$ cat src/rtl/pila_datos.sv
// pila_datos: LIFO stack of PROFUNDIDAD words of ANCHO bits, with a registered
// top-of-stack output and a sticky overflow/underflow flag.
// Ports:
//   i_Clk, i_Reset (async, active-high)
//   i_Push, i_Pop      request pair: 00 idle, 10 push, 01 pop, 11 replace top
//   i_Dato_a_stack     word to push / replace
//   i_Limpiar_error    synchronous clear of o_Error (a new error wins)
//   o_Senal_a_stack    registered top word, 0 when empty
//   o_Cuenta           number of valid entries
//   o_Vacio, o_Lleno   decoded from the registered count
//   o_Error            sticky overflow/underflow flag
module pila_datos #(
    parameter int unsigned ANCHO       = 8,
    parameter int unsigned PROFUNDIDAD = 8
) (
    input  logic                             i_Clk,
    input  logic                             i_Reset,
    input  logic                             i_Push,
    input  logic                             i_Pop,
    input  logic [ANCHO-1:0]                 i_Dato_a_stack,
    input  logic                             i_Limpiar_error,
    output logic [ANCHO-1:0]                 o_Senal_a_stack,
    output logic [$clog2(PROFUNDIDAD):0]     o_Cuenta,
    output logic                             o_Vacio,
    output logic                             o_Lleno,
    output logic                             o_Error
);

    localparam int unsigned IW = $clog2(PROFUNDIDAD);
    localparam int unsigned CW = IW + 1;

    logic [ANCHO-1:0] r_Memoria [PROFUNDIDAD];
    logic [CW-1:0]    r_Cuenta;
    logic [ANCHO-1:0] r_Senal;
    logic             r_Error;

    logic             w_Vacio;
    logic             w_Lleno;
    logic [IW-1:0]    w_Idx_top;
    logic [IW-1:0]    w_Idx_bajo;
    logic             w_Escribir;
    logic [IW-1:0]    w_Indice;
    logic [CW-1:0]    w_Cuenta_sig;
    logic [ANCHO-1:0] w_Senal_sig;
    logic             w_Error_set;

    assign w_Vacio    = (r_Cuenta == '0);
    assign w_Lleno    = (r_Cuenta == CW'(PROFUNDIDAD));
    // Index of the current top and of the entry just beneath it; only used when valid.
    assign w_Idx_top  = IW'(r_Cuenta - CW'(1));
    assign w_Idx_bajo = IW'(r_Cuenta - CW'(2));

    // Operation decode: next count, next top word, array write and error set.
    always_comb begin
        w_Escribir   = 1'b0;
        w_Indice     = IW'(r_Cuenta);
        w_Cuenta_sig = r_Cuenta;
        w_Senal_sig  = r_Senal;
        w_Error_set  = 1'b0;
        case ({i_Push, i_Pop})
            2'b10: begin
                if (w_Lleno) begin
                    w_Error_set = 1'b1;
                end else begin
                    w_Escribir   = 1'b1;
                    w_Cuenta_sig = r_Cuenta + CW'(1);
                    w_Senal_sig  = i_Dato_a_stack;
                end
            end
            2'b01: begin
                if (w_Vacio) begin
                    w_Error_set = 1'b1;
                end else begin
                    w_Cuenta_sig = r_Cuenta - CW'(1);
                    // Popping the last entry must show 0, never a stale word.
                    w_Senal_sig  = (r_Cuenta == CW'(1)) ? '0 : r_Memoria[w_Idx_bajo];
                end
            end
            2'b11: begin
                w_Escribir  = 1'b1;
                w_Senal_sig = i_Dato_a_stack;
                if (w_Vacio) begin
                    // Replace on an empty stack acts as a push into slot 0.
                    w_Cuenta_sig = CW'(1);
                end else begin
                    w_Indice = w_Idx_top;
                end
            end
            default: ;
        endcase
    end

    // Storage array; contents are not reset, the count alone defines validity.
    always_ff @(posedge i_Clk) begin
        if (w_Escribir && !i_Reset) begin
            r_Memoria[w_Indice] <= i_Dato_a_stack;
        end
    end

    // Count, top word and sticky error.
    always_ff @(posedge i_Clk or posedge i_Reset) begin
        if (i_Reset) begin
            r_Cuenta <= '0;
            r_Senal  <= '0;
            r_Error  <= 1'b0;
        end else begin
            r_Cuenta <= w_Cuenta_sig;
            r_Senal  <= w_Senal_sig;
            if (w_Error_set) begin
                r_Error <= 1'b1;
            end else if (i_Limpiar_error) begin
                r_Error <= 1'b0;
            end
        end
    end

    assign o_Senal_a_stack = r_Senal;
    assign o_Cuenta        = r_Cuenta;
    assign o_Vacio         = w_Vacio;
    assign o_Lleno         = w_Lleno;
    assign o_Error         = r_Error;

endmodule

$ cat config.mk
export PLATFORM = sky130hd
export DESIGN_NAME = pila_datos
export DESIGN_NICKNAME = d
export VERILOG_FILES = /design/src/rtl/pila_datos.sv
export SDC_FILE = /design/constraint.sdc
export NUM_CORES = 1
export LEC_CHECK = 0
export ABC_AREA = 0
export ABC_CLOCK_PERIOD_IN_PS = 3900
export CAP_MARGIN = 10
export CORE_AREA = 2 2 86 88
export DETAILED_ROUTE_END_ITERATION = 8
export DIE_AREA = 0 0 88 90
export PLACE_DENSITY = 0.67
export SYNTH_ARGS = -nofsm -noshare
export SYNTH_HDL_FRONTEND = slang
export SYNTH_SLANG_ARGS = --single-unit
$ cat constraint.sdc
create_clock -name i_Clk -period 3.9 [get_ports i_Clk]
set_clock_uncertainty 0.05 [all_clocks]
set_input_delay 0.78 -clock i_Clk [delete_from_list [all_inputs] [get_ports i_Clk]]
set_output_delay 0.78 -clock i_Clk [all_outputs]
set_load 0.02 [all_outputs]
==> metrics.cfg, run 1 <==
[global_routing]
overflow=0
use_met3_pct=4.68
grt_max_degree=28
grt-busiest-layer=met2
grt_usage_pct=18.5
met1_usage_pct=25.8
grt_pass1_wl_um=10600
grtUsageMet2_pct=28.8
antenna_found_initial=0
grt_pass1_vias=2041

[worst_setup_path]
required_ps=3070
cpLargestDelayFamily=buffers and inverters
critPathMaxStageDelay_ps=590
worst_setup_path_end_kind=primary output
critPathLaunchType=flip-flop
critPathKind=reg -> out
critical_path_arrival_ps=2560
cp_cell_sequence=inv_2 -> ha_1 -> or3b_1 -> inv_1 -> clkdlybuf4s50_1
cp_slowest_cell=clkdlybuf4s50_1
critPathBufInv=3
worst-path-max-fanout=13

[layout]
fin_area_um2=4040
seq_area_um2=2250
syn_to_final_growth_pct=18.3
n_antenna_cell=0
n_fill_cell=567
multi_input_area_um2=1090
fin_util_pct=57.6
drive_gt1_share_pct=18.0
fin_nets=274

[logic_synthesis]
ys_warn_count=0
synth_fp_nets=237
synth_top_family_by_area=multiplexers
yosysTopAreaCellShare_pct=56.2
yosys.area_share.simple_pct=5.86
async_flop_share_pct=16.9
synth_xor_xnor_area_share_pct=0
ys_seq_elements=77
synth-edff-count=64
synth_cells=213
yosysTopAreaCell=edfxtp_1
yosysSeqAreaShare_pct=65.7
synthesis.area_um2=3420
synth-main-ff-cell=edfxtp_1
synthAdderAreaFrac_pct=4.03
syn_area_per_cell_um2=16.0
synthTopCellsByArea=edfxtp_1, mux4_2, dfrtp_1
synth_compound_area_share_pct=8.42
synth.mux.area_fraction_pct=13.5
ys_types=40

[hold_path]
hold_path_class=reg -> reg

[drt]
drt-initial-drc-count=120
vias=1936
remaining_drc_errors=0
first_pass_iters=4
antenna_left=0
routed_wl_um=6700
via_per_inst=5.47
wl_per_cell_um=18.9

[floorplan]
ios=28
die_y_um=90
fp.dieArea_um2=7920
rows=31
core_um2=7020
die_w_um=88
start_util_pct=48.7

[power_and_ir_drop]
finalPower_mw=2.75
leakage_nw=1.47
powerDensity_nw_per_um2=681
ir_drop_uv=284

[clocking]
tritoncts=done
insertion_delay_ps=340
cts_setup_buffers=0
cts_resized=0
cts_made_buffers=9
cts_sinks=77
clkTransAtPathRegs_ps=80
holdBufCountCts=0
cts_buffer_depth=2
clockRootBuffer=clkbuf_8
htreeDepth=3

[outcome]
outcome=finished, final reports clean

[sta]
fin_crit_sh_pct=86.9
fin_tns_setup_ps=0
period_needed_ps=3390
hold_viol=0
rsz0062_at_grt=false
whs_ps=476
drv_slew=0
worstMarginPinSlew_ps=771
relSlewSlack_pct=48.6
fmax_ghz=0.295
finalSetupViolCount=0

[job]
max_cap_violations=0

[place]
placed_area_um2=3830
globalplace.congestion=0.855
dpl.hpwl_um=4440
portBuffers=27

-- logic make-up after synthesis --
logic type / count (synthesis)
muxes: 26
buffers and inverters: 19
AOI/OAI and AO/OA: 42
adders and majority gates: 11
DFF: 77
and+or+nand+nor: 38
-- worst min-delay path, stage by stage, from the launching register on --
cell and delay (ps):
dfrtp_1 380, inv_1 50, o21ai_0 60
-- cells in the mapped netlist, types with 2 or more instances --
library cell  number
a211o_1            2
a21boi_0           9
a21o_1             2
a21oi_1            6
a22oi_1            2
and3_1             4
buf_2              3
clkbuf_1           4
dfrtp_1           13
edfxtp_1          64
ha_1              11
inv_1              8
mux2i_1            9
mux4_2            16
nand2_1            4
nand3_1            4
nor2_1            12
nor2b_1            2
nor3_1             5
o211ai_1           2
o21ai_0            4
o22a_1             2
o22ai_1            8
-- sequential cells by signal (all words and copies together) (netlist names) --
signal,flops
o_Senal_a_stack,8
r_Memoria,64
o_Error,1
o_Cuenta,4
-- final timing paths --
kind                       cells after the start        start            endpoint  slack (ps)
max                                            5  o_Cuenta[1]             o_Vacio         510
min                                            2      o_Error             o_Error         480
max reg2reg                                    6  o_Cuenta[1]     r_Memoria[1][7]        1130
min reg2reg                                    2      o_Error             o_Error         480
max in group asynchronous                      3      i_Reset  o_Senal_a_stack[5]        2870
min in group asynchronous                      3      i_Reset         o_Cuenta[3]         740
-- cell usage in the layout, fill, tap and decap left out, drive strengths merged, types with 7 or more instances in the layout --
cell type      count
ha                11
o22ai              8
mux4              16
dfrtp             13
mux2i              9
buf                9
nor2              12
clkbuf            10
inv               10
a21oi              7
edfxtp            64
clkdlybuf4s50     27
a21boi             9
-- report_power, final --
group          total [mW]  switching (mW)  leakage, nW  internal [mW]
clock               0.647           0.286        0.107          0.361
sequential           1.06          0.0639        0.732          0.992
combinational        1.05           0.550        0.633          0.500
-- through the flow --
stage / instances / worst slack [ps]
after floorplan: 213 / 648
after global placement: 338 / 793
after detailed placement: 338 / 715
after CTS: 354 / 473
after global routing: 354 / 375
final: 354 / 510
-- routing by layer --
| layer | vias to the layer above | part of all wire, % |
|---|---|---|
| met3 | 2 | 4.9 |
| met4 | 0 | 0.36 |
| met2 | 50 | 50 |
| met5 | - | 0 |
| met1 | 970 | 45 |
| li1 | 914 | - |
-- final cells by class --
| class | instances | share of cell area, % |
|---|---|---|
| well taps | 99 | 3.06 |
| repair buffers | 36 | 8.35 |
| clock inverters | 6 | 2.13 |
| clock buffers | 10 | 3.16 |
| multi-input cells | 117 | 26.9 |
| inverters | 9 | 0.835 |
| flip-flops and latches | 77 | 55.6 |
(Power assumes the default switching activity.)
==> run 2: changes to the inputs <==
==> config.mk (replaced) <==
export PLATFORM = sky130hd
export DESIGN_NAME = pila_datos
export DESIGN_NICKNAME = d
export VERILOG_FILES = /design/src/rtl/pila_datos.sv
export SDC_FILE = /design/constraint.sdc
export NUM_CORES = 1
export LEC_CHECK = 0
export ABC_AREA = 0
export ABC_CLOCK_PERIOD_IN_PS = 3500
export CAP_MARGIN = 10
export CORE_AREA = 2 2 81 83
export DETAILED_ROUTE_END_ITERATION = 8
export DIE_AREA = 0 0 83 85
export PLACE_DENSITY = 0.75
export SYNTH_ARGS = -nofsm -noshare
export SYNTH_HDL_FRONTEND = slang
export SYNTH_SLANG_ARGS = --single-unit
==> constraint.sdc (replaced) <==
create_clock -name i_Clk -period 3.5 [get_ports i_Clk]
set_clock_uncertainty 0.05 [all_clocks]
set_input_delay 0.7 -clock i_Clk [delete_from_list [all_inputs] [get_ports i_Clk]]
set_output_delay 0.7 -clock i_Clk [all_outputs]
set_load 0.02 [all_outputs]
==> metrics.cfg, run 2 (synthesized netlist as in run 1, its figures left out) <==
[outcome]
outcome=finished, final reports clean  ; unchanged

[drt]
routed_wl_um=6630  ; was 6700 um
antenna_left=0  ; unchanged
wl_per_cell_um=20.0  ; was 18.9 um
drt-initial-drc-count=217  ; was 120
remaining_drc_errors=0  ; unchanged
vias=1955  ; was 1,936
first_pass_iters=4  ; unchanged
via_per_inst=5.89  ; was 5.47

[floorplan]
die_w_um=83  ; was 88 um
rows=29  ; was 31
die_y_um=85  ; was 90 um
ios=28  ; unchanged
core_um2=6200  ; was 7020 um^2
fp.dieArea_um2=7060  ; was 7920 um^2
start_util_pct=55.1  ; was 48.7%

[layout]
mostFrequentLayoutCells=edfxtp_1, clkdlybuf4s50_1, mux4_2, dfrtp_1, nor2_1  ; unchanged
fin_util_pct=64.2  ; was 57.6%
drive_gt1_share_pct=18.4  ; was 18.0%
mostFrequentLayoutCell=edfxtp_1  ; unchanged
regMostFlops=r_Memoria  ; unchanged
syn_to_final_growth_pct=16.6  ; was 18.3%
fin_nets=274  ; unchanged
n_antenna_cell=0  ; unchanged
largest_reg_flops=64  ; unchanged
layoutNonFillerInstCount=332  ; was 354

[worst_setup_path]
r2r-end=r_Memoria[2][0]  ; was r_Memoria[1][7]
r2r_cells=5  ; was 6
cp_slowest_cell=clkdlybuf4s50_1  ; unchanged
r2r-start=o_Cuenta[1]  ; unchanged
cpLargestDelayFamily=buffers and inverters  ; unchanged
required_ps=2750  ; was 3070 ps
critical_path_arrival_ps=2570  ; was 2560 ps
critPathLaunchType=flip-flop  ; unchanged
worst-path-max-fanout=13  ; unchanged
critPathKind=reg -> out  ; unchanged
crit_cells=5  ; unchanged
ff2ff_setup_slack_ps=680  ; was 1130 ps
critPathBufInv=3  ; unchanged
worst_setup_path_end_kind=primary output  ; unchanged
critPathMaxStageDelay_ps=600  ; was 590 ps
cp_cell_sequence=inv_2 -> ha_1 -> or3b_1 -> inv_1 -> clkdlybuf4s50_1  ; unchanged

[global_routing]
grtUsageMet2_pct=30.4  ; was 28.8%
grt_pass1_wl_um=10600  ; about the same
grt-busiest-layer=met2  ; unchanged
grt_max_degree=28  ; unchanged
overflow=0  ; unchanged
use_met3_pct=5.06  ; was 4.68%
antenna_found_initial=0  ; unchanged
grt_usage_pct=20.4  ; was 18.5%
grt_pass1_vias=1901  ; was 2,041
met1_usage_pct=29.5  ; was 25.8%

[power_and_ir_drop]
powerDensity_nw_per_um2=744  ; was 681 nW/um^2
ir_drop_uv=523  ; was 284 uV
leakage_nw=1.45  ; was 1.47 nW
finalPower_mw=2.96  ; was 2.75 mW

[job]
max_cap_violations=0  ; unchanged

[hold_path]
min_from=o_Error  ; unchanged
whs_endpoint=o_Error  ; unchanged
hold_path_class=reg -> reg  ; unchanged
whs_path_depth=2  ; unchanged

[clocking]
cts_resized=0  ; unchanged
htreeDepth=3  ; unchanged
holdBufCountCts=0  ; unchanged
cts_sinks=77  ; unchanged
cts_made_buffers=9  ; unchanged
clkTransAtPathRegs_ps=90  ; was 80 ps
cts_buffer_depth=2  ; unchanged
cts_setup_buffers=0  ; unchanged
tritoncts=done  ; unchanged
clockRootBuffer=clkbuf_8  ; unchanged
insertion_delay_ps=340  ; about the same

[place]
dpl.hpwl_um=4210  ; was 4440 um
portBuffers=27  ; unchanged
dp.cells=316  ; was 338
globalplace.congestion=0.845  ; was 0.855
dp_slack_ps=351  ; was 715 ps

[sta]
period_needed_ps=3320
finalSetupViolCount=0  ; unchanged
finalWorstSetupSlack_ps=177  ; was 510 ps
worstMarginPinSlew_ps=704  ; was 771 ps
fin_tns_setup_ps=0  ; unchanged
hold_viol=0  ; unchanged
fmax_ghz=0.301
rsz0062_at_grt=false  ; unchanged
drv_slew=0  ; unchanged
relSlewSlack_pct=53.1  ; was 48.6%
fin_crit_sh_pct=94.9

==> run 2: final cells by class <==
type                            instances  area (um^2)
Tap cell                               77         96.3
Clock inverter                          7         58.8
Multi-Input combinational cell        117         1090
Sequential cell                        77         2250
Inverter                                9         33.8
Fill cell                             455         2220
Timing Repair Buffer                   36          338
Clock buffer                            9          124
==> run 2: how the worst max path moves through the flow <==
stage | start | endpoint | slack [ps]
3_5_place_dp | i_Push | r_Memoria[2][6] | 350
2_1_floorplan | o_Cuenta[0] | r_Memoria[5][0] | 250
3_3_place_gp | i_Push | r_Memoria[2][6] | 480
6_report | o_Cuenta[1] | o_Vacio | 180
5_1_grt | o_Cuenta[1] | o_Vacio | 40
4_1_cts | o_Cuenta[1] | o_Vacio | 180
==> run 2: per-layer routing <==
| layer | part of all wire [%] | vias to the layer above | routed length (um) |
|---|---|---|---|
| met5 | 0 | - | 0 |
| met3 | 5.5 | 11 | 367 |
| met2 | 47 | 52 | 3110 |
| met1 | 46 | 984 | 3030 |
| li1 | - | 908 | - |
| met4 | 1.9 | 0 | 127 |
==> run 2: through the flow <==
step | area [um^2] | hold WS (ps)
2_1_floorplan | 3420 | 533
3_3_place_gp | 3800 | 467
3_5_place_dp | 3800 | 472
4_1_cts | 3990 | 485
5_1_grt | 3990 | 507
6_report | 3990 | 479
==> run 2: worst register-to-register path, stage by stage (launching register included) <==
cell,delay (ps)
dfrtp_1,450
inv_2,310
ha_1,290
or3b_1,470
a31oi_1,370
and3_1,520
==> run 2: where the power goes <==
group / total (mW) / internal, mW / switching (mW)
Sequential: 1.18 / 1.11 / 0.0698
Clock: 0.626 / 0.267 / 0.359
Combinational: 1.16 / 0.556 / 0.607
